===== src/rtl/nand_op_sequencer.sv =====
// Bitwise logic-op sequencer: every operation is built from one shared WIDTH-bit NAND, one evaluation per clock.
// Optional NAND_USE_COUNT_EN adds a saturating 16-bit count of NAND evaluations.
module nand_op_sequencer #(
    parameter int WIDTH = 8
) (
    input  logic             clk,
    input  logic             rst,
    input  logic             start,
    input  logic [2:0]       op,
    input  logic [WIDTH-1:0] a,
    input  logic [WIDTH-1:0] b,
    output logic             busy,
    output logic             done,
`ifdef NAND_USE_COUNT_EN
    output logic [15:0]      nand_count,
`endif
    output logic [WIDTH-1:0] y
);
    typedef enum logic {S_IDLE, S_EXEC} state_t;
    typedef enum logic [2:0] {SRC_A, SRC_B, SRC_T, SRC_U, SRC_V} src_t;
    typedef enum logic [1:0] {DST_T, DST_U, DST_V, DST_Y} dst_t;

    state_t           r_state, w_state_next;
    logic [2:0]       r_op, r_step;
    logic [WIDTH-1:0] r_a, r_b, r_t, r_u, r_v, r_y;
    logic             r_busy, r_done;
    src_t             w_xs, w_zs;
    dst_t             w_dst;
    logic             w_last;
    logic [WIDTH-1:0] w_x, w_z, w_n;

    // Per-op step schedule: operand sources, destination and final-step flag.
    always_comb begin
        w_xs   = SRC_A;
        w_zs   = SRC_B;
        w_dst  = DST_Y;
        w_last = 1'b0;
        case (r_op)
            3'd0: w_last = 1'b1;
            3'd1: case (r_step)
                3'd0:    w_dst = DST_T;
                default: begin w_xs = SRC_T; w_zs = SRC_T; w_last = 1'b1; end
            endcase
            3'd2: case (r_step)
                3'd0:    begin w_zs = SRC_A; w_dst = DST_T; end
                3'd1:    begin w_xs = SRC_B; w_dst = DST_U; end
                default: begin w_xs = SRC_T; w_zs = SRC_U; w_last = 1'b1; end
            endcase
            3'd3: case (r_step)
                3'd0:    begin w_zs = SRC_A; w_dst = DST_T; end
                3'd1:    begin w_xs = SRC_B; w_dst = DST_U; end
                3'd2:    begin w_xs = SRC_T; w_zs = SRC_U; w_dst = DST_V; end
                default: begin w_xs = SRC_V; w_zs = SRC_V; w_last = 1'b1; end
            endcase
            3'd4, 3'd5: case (r_step)
                3'd0:    w_dst = DST_T;
                3'd1:    begin w_zs = SRC_T; w_dst = DST_U; end
                3'd2:    begin w_xs = SRC_B; w_zs = SRC_T; w_dst = DST_V; end
                3'd3:    begin
                    w_xs = SRC_U; w_zs = SRC_V;
                    if (r_op == 3'd5) w_dst = DST_T;
                    else              w_last = 1'b1;
                end
                default: begin w_xs = SRC_T; w_zs = SRC_T; w_last = 1'b1; end
            endcase
            3'd6: begin w_zs = SRC_A; w_last = 1'b1; end
            default: case (r_step)
                3'd0:    begin w_zs = SRC_A; w_dst = DST_T; end
                default: begin w_xs = SRC_T; w_zs = SRC_T; w_last = 1'b1; end
            endcase
        endcase
    end

    always_comb begin
        case (w_xs)
            SRC_A:   w_x = r_a;
            SRC_B:   w_x = r_b;
            SRC_T:   w_x = r_t;
            SRC_U:   w_x = r_u;
            default: w_x = r_v;
        endcase
        case (w_zs)
            SRC_A:   w_z = r_a;
            SRC_B:   w_z = r_b;
            SRC_T:   w_z = r_t;
            SRC_U:   w_z = r_u;
            default: w_z = r_v;
        endcase
        w_n = ~(w_x & w_z);
    end

    always_ff @(posedge clk or posedge rst) begin
        if (rst) r_state <= S_IDLE;
        else     r_state <= w_state_next;
    end

    always_comb begin
        w_state_next = r_state;
        case (r_state)
            S_IDLE:  if (start) w_state_next = S_EXEC;
            default: if (w_last) w_state_next = S_IDLE;
        endcase
    end

    always_ff @(posedge clk or posedge rst) begin
        if (rst) begin
            r_op   <= '0;
            r_a    <= '0;
            r_b    <= '0;
            r_t    <= '0;
            r_u    <= '0;
            r_v    <= '0;
            r_y    <= '0;
            r_step <= '0;
            r_busy <= 1'b0;
            r_done <= 1'b0;
        end else begin
            r_done <= 1'b0;
            if (r_state == S_IDLE) begin
                if (start) begin
                    r_op   <= op;
                    r_a    <= a;
                    r_b    <= b;
                    r_step <= '0;
                    r_busy <= 1'b1;
                end
            end else begin
                case (w_dst)
                    DST_T:   r_t <= w_n;
                    DST_U:   r_u <= w_n;
                    DST_V:   r_v <= w_n;
                    default: r_y <= w_n;
                endcase
                if (w_last) begin
                    r_busy <= 1'b0;
                    r_done <= 1'b1;
                end else begin
                    r_step <= r_step + 3'd1;
                end
            end
        end
    end

`ifdef NAND_USE_COUNT_EN
    logic [15:0] r_count;
    always_ff @(posedge clk or posedge rst) begin
        if (rst)                                         r_count <= '0;
        else if (r_state == S_EXEC && r_count != 16'hFFFF) r_count <= r_count + 16'd1;
    end
    assign nand_count = r_count;
`endif

    assign busy = r_busy;
    assign done = r_done;
    assign y    = r_y;
endmodule


===== config.mk =====
export PLATFORM = sky130hd
export DESIGN_NAME = nand_op_sequencer
export DESIGN_NICKNAME = d
export VERILOG_FILES = /design/src/rtl/nand_op_sequencer.sv
export SDC_FILE = /design/constraint.sdc
export NUM_CORES = 1
export LEC_CHECK = 0
export CAP_MARGIN = 10
export CORE_MARGIN = 5
export CORE_UTILIZATION = 35
export DETAILED_ROUTE_END_ITERATION = 8
export GPL_TIMING_DRIVEN = 0
export PLACE_DENSITY = 0.64
export SYNTH_ARGS = -nofsm -noshare
export SYNTH_HDL_FRONTEND = slang
export SYNTH_SLANG_ARGS = --single-unit

===== constraint.sdc =====
create_clock -name clk -period 7.4 [get_ports clk]
set_clock_uncertainty 0.1 [all_clocks]
set_input_delay 2.22 -clock clk [delete_from_list [all_inputs] [get_ports clk]]
set_output_delay 2.22 -clock clk [all_outputs]
set_load 0.1 [all_outputs]

* Word-level counts from Yosys, hierarchy flattened
Index checks and enable logic that the tools add are counted.
** Cells by class
- Multiplexer cells :: 35
- Bitwise logic cells :: 4
- Shift-type cells :: 0
- Order comparisons :: 0
- Reduce and logical (&&, ||, !) cells :: 18
- Div/mod/pow operators :: 0
- Add/sub/neg operators :: 1
- $mul :: 0
- Eq/ne operators :: 19
** Operators by type and width (number)
- case mux 8 bit (4 select lines) :: 2
- equality test 3 x 2 -> 1 bit, second input constant :: 8
- case mux 3 bit (3 select lines) :: 2
- case mux 3 bit (6 select lines) :: 1
- case mux 2 bit (4 select lines) :: 2
- AND reduction 2 bit :: 7
- equality test 3 x 1 -> 1 bit, second input constant :: 4
- logical NOT 3 bit :: 4
- two-way mux 1 bit :: 12
- case mux 2 bit (2 select lines) :: 3
- case mux 2 bit (3 select lines) :: 2
- case mux 3 bit (4 select lines) :: 1
- equality test 3 bit, second input constant :: 3
- two-way mux 3 bit :: 3
- bitwise AND 8 bit :: 1
- two-way mux 2 bit :: 4
- NOT 8 bit :: 1
- case mux 3 bit (2 select lines) :: 1
- OR reduction 2 bit :: 3
- OR reduction 3 bit :: 2
- case mux 1 bit (4 select lines) :: 1
- adder 3 x 1 -> 3 bit, second input constant :: 1
- equality test 2 x 1 -> 1 bit, second input constant :: 1
- equality test 2 bit, second input constant :: 1
- other kinds (6) :: 7
** Word-level totals
- Bits in registers :: 57
- Bits in latches :: 0
- Logic and storage cells :: 88
- Memory bits (writable) :: 0
- Output and inout port bits :: 10
- Memories :: 0
- Bits in read-only memories :: 0
- Bits of input ports :: 22

* Depth between registers and ports, before layout
- Word-level depth :: 8
- Depth in mapped cells :: 9

* Least setup slack after synthesis
OpenSTA, ideal clock, no wires.
- Path type :: reg-to-output
- Start point :: register r_busy, in the netlist busy
- End point :: output port busy
- Required time :: 5080 ps
- Cell stages (with the launch flop) :: 1
- Arrival :: 897 ps
- Slack :: 4183 ps
- Cells stage by stage :: dfrtp_1
** RTL lines
- from (decl) :: RTL line 26 : logic r_busy, r_done;
- from (signal assigned) :: RTL line 115 : r_busy <= 1'b0;
- from (signal assigned) :: RTL line 125 : r_busy <= 1'b1;
- from (signal assigned) :: RTL line 135 : r_busy <= 1'b0;
- to (decl) :: RTL line 12 : output logic busy,
No word-level cell between the ends.

* Worst setup path after layout
- Start point :: register r_y[3], in the netlist y[3]
- End point :: output port y[3]
** RTL lines
- from (decl) :: RTL line 25 : logic [WIDTH-1:0] r_a, r_b, r_t, r_u, r_v, r_y;
- from (signal assigned) :: RTL line 132 : default: r_y <= w_n;
- to (decl) :: RTL line 17 : output logic [WIDTH-1:0] y
No word-level cell between the ends.

==> impl_metrics.tcl <==
set metrics [dict create \
    status "completed" \
    std_cell_rows 36 \
    power_density_mw_per_mm2 515 \
    ys_ff_latch 57 \
    path_cells "clkdlybuf4s50_1" \
    start_util 0.358 \
    endpoint_kind "primary output" \
    crit_arrival_ns 1.82 \
    vias 2930 \
    critical_path.max_stage_delay_ns 1.14 \
    antenna_cells 0 \
    cts_hold_buffers 0 \
    hold_violations 0 \
    critPathLaunch "y[3]" \
    drive_gt1_frac 0.205 \
    yosys_warnings 0 \
    crit_buf_inv 1 \
    slowest_stage "clkdlybuf4s50_1" \
    synth.distinct_cells 51 \
    viasPerCell 5.45 \
    io_buffers 31 \
    yosysSeqAreaShare 0.408 \
    cts_resized 0 \
    area_growth_pct 20.1 \
    dr.max_layer_used "met4" \
    root_buffer "clkbuf_8" \
    swShare 0.473 \
    worstHoldStart "r_v[7]" \
    wl_met2_um 4390 \
    synth_cells 357 \
    numCtsBuffers 9 \
    fin_hold_ws_ns 0.399 \
    seqPwrFrac 0.251 \
    dpl.hpwl_um 6460 \
    syn-cell-area_mm2 0.00350 \
    cts_setup_buffers 0 \
    hp-class "reg2reg" \
    drc 0 \
    cp_max_fo 2 \
    slew_headroom 0.349 \
    cts_buffer_depth 2 \
    r2r-start "r_step[1]" \
    path_delay_family "buffers and inverters" \
    pin_count 32 \
    core-area_mm2 0.00977 \
    p_total_mw 2.17 \
    final_cell_mix "nand2_1, dfrtp_1, clkdlybuf4s50_1" \
    ir_drop_mv 0.175 \
    ant_nets 0 \
    intPower_mw 1.14 \
    switching_power_mw 1.02 \
    clk_pin_slew_ns 0.07 \
    nNetsFinal 428 \
    h-tree-depth 3 \
    drv_slew 0 \
    critical_path.startpoint_type "flip-flop" \
    final_common_cell "nand2_1" \
    die_area_mm2 0.0121 \
    syn_nets 385 \
    drt-met1-wl_um 4050 \
    die_y_um 110 \
    first_pass_iters 5 \
    syn_area_per_cell_um2 9.80 \
    routed_wl_um 9070 \
    worstSetupPathType "reg2out" \
    dr_wl_met3_um 370 \
    cts_tree "done" \
    cts_sinks 57 \
    rsz0062_at_grt "false" \
    routedWlPerCell_um 16.9 \
    drv_cap 0 \
    worstMarginPinSlew_ns 0.974 \
    timing.fmax_ghz 0.241 \
    crit_required_ns 5.08 \
    p_clk_frac 0.140 \
    grt_max_degree 32 \
    worstSkewPairLatency_ns 0.33 \
    antenna_found_initial 0 \
    grt_pass1_wl_um 15000 \
    globalplace.congestion 0.882 \
    post-route-period-util 0.560 \
    gr-usage-all-layers 0.161 \
    die_w_um 110 \
    grt_pass1_vias 3003 \
    finalCriticalPeriod_ns 4.14 \
    fin_setup_tns_ns 0 \
    power.leakage_nw 1.72 \
    finalSetupViolations 0 \
    detail_route.iter0.violations 179 \
    pwr-share-comb 0.610 \
    grt-ovfl-total 0 \
]
[per-stage QoR]
step / setup WS, ns / instance area (um2) / utilization / instances
6_report: 3.26 / 4200 / 0.430 / 538
5_1_grt: 3.19 / 4200 / 0.430 / 538
3_3_place_gp: 2.60 / 3980 / 0.407 / 521
4_1_cts: 3.23 / 4200 / 0.430 / 538
3_5_place_dp: 3.49 / 4000 / 0.409 / 522
2_1_floorplan: 3.68 / 3500 / - / 357
[cell families (layout without fill, tap and decap cells)]
| group | count (synthesis) | in the layout | synth area share |
|---|---|---|---|
| adder cells (fa/ha/maj) | 6 | 6 | 0.0215 |
| multiplexers | 39 | 39 | 0.122 |
| XOR/XNOR | 1 | 1 | 0.00787 |
| buffers and inverters | 23 | 71 | 0.0358 |
| AO/OA/AOI/OAI | 80 | 80 | 0.189 |
| AND/OR/NAND/NOR | 151 | 151 | 0.216 |
| flip-flops | 57 | 57 | 0.408 |
[final timing paths]
kind                       endpoint  slack, ns  depth (start not counted)
setup / recovery               y[3]       3.26                          1
hold / removal               r_v[7]       0.40                          1
setup reg to reg               y[5]       4.38                          9
hold reg to reg              r_v[7]       0.40                          1
max in group asynchronous   r_op[1]       4.42                          3
min in group asynchronous    r_v[0]       2.20                          2
[cells in the mapped netlist, drive strengths merged]
cell type  number  area (um2)
nand2          80         303
dfrtp          57        1430
mux2           30         338
o21ai          27         150
nand3          24         120
a21oi          17         108
nor2           11        53.8
and2           10        65.1
buf             9        72.6
mux2i           9        90.1
o32ai           9         146
a221o           8        80.1
clkbuf          7        26.3
inv             7        26.3
ha              6        75.1
a211oi          4        30.0
and3b           4        35.0
nand2b          4        27.5
nand4           4        31.3
nor3b           4        41.3
nor2b           3        18.8
o32a            3        30.0
a21boi          2        15.0
o211ai          2        15.0
o21ba           2        20.0
o22ai           2        12.5
a2bb2oi         1        26.3
and3            1        6.26
nand3b          1        20.0
nor3            1        5.00
o21bai          1        11.3
o31a            1        8.76
o31ai           1        7.51
or2b            1        7.51
or3             1        6.26
or3b            1        8.76
or4             1        7.51
xnor2           1        27.5
[state kept, by name (all words and copies together) (netlist names)]
name / count
r_t: 8
r_op: 3
r_step: 3
r_u: 8
y: 8
done: 1
r_a: 8
r_v: 8
r_state: 1
r_b: 8
busy: 1
[cell type report]
cell class | count | area, um2
sequential | 57 | 1430
multi-input combinational | 277 | 1950
tap | 133 | 166
inverter | 7 | 26.3
timing repair buffer | 32 | 330
clock inverter | 4 | 51.3
fill | 975 | 5570
clock buffer | 12 | 155
buffer | 16 | 98.8
[metal layers]
| metal | up-vias | track usage |
|---|---|---|
| met3 | 17 | 0.0390 |
| li1 | 1373 | - |
| met4 | 0 | 0.0695 |
| met2 | 87 | 0.258 |
| met5 | - | 0 |
| met1 | 1453 | 0.207 |
[power groups by stage]
stage | clock network [mW] | logic, mW | registers, mW
2_1_floorplan | 0 | 0.934 | 0.622
3_3_place_gp | 0 | 1.29 | 0.545
3_5_place_dp | 0 | 1.31 | 0.547
4_1_cts | 0.312 | 1.32 | 0.542
5_1_grt | 0.324 | 1.44 | 0.560
6_report | 0.303 | 1.32 | 0.543
No activity file was read; power rests on OpenSTA's default activity.
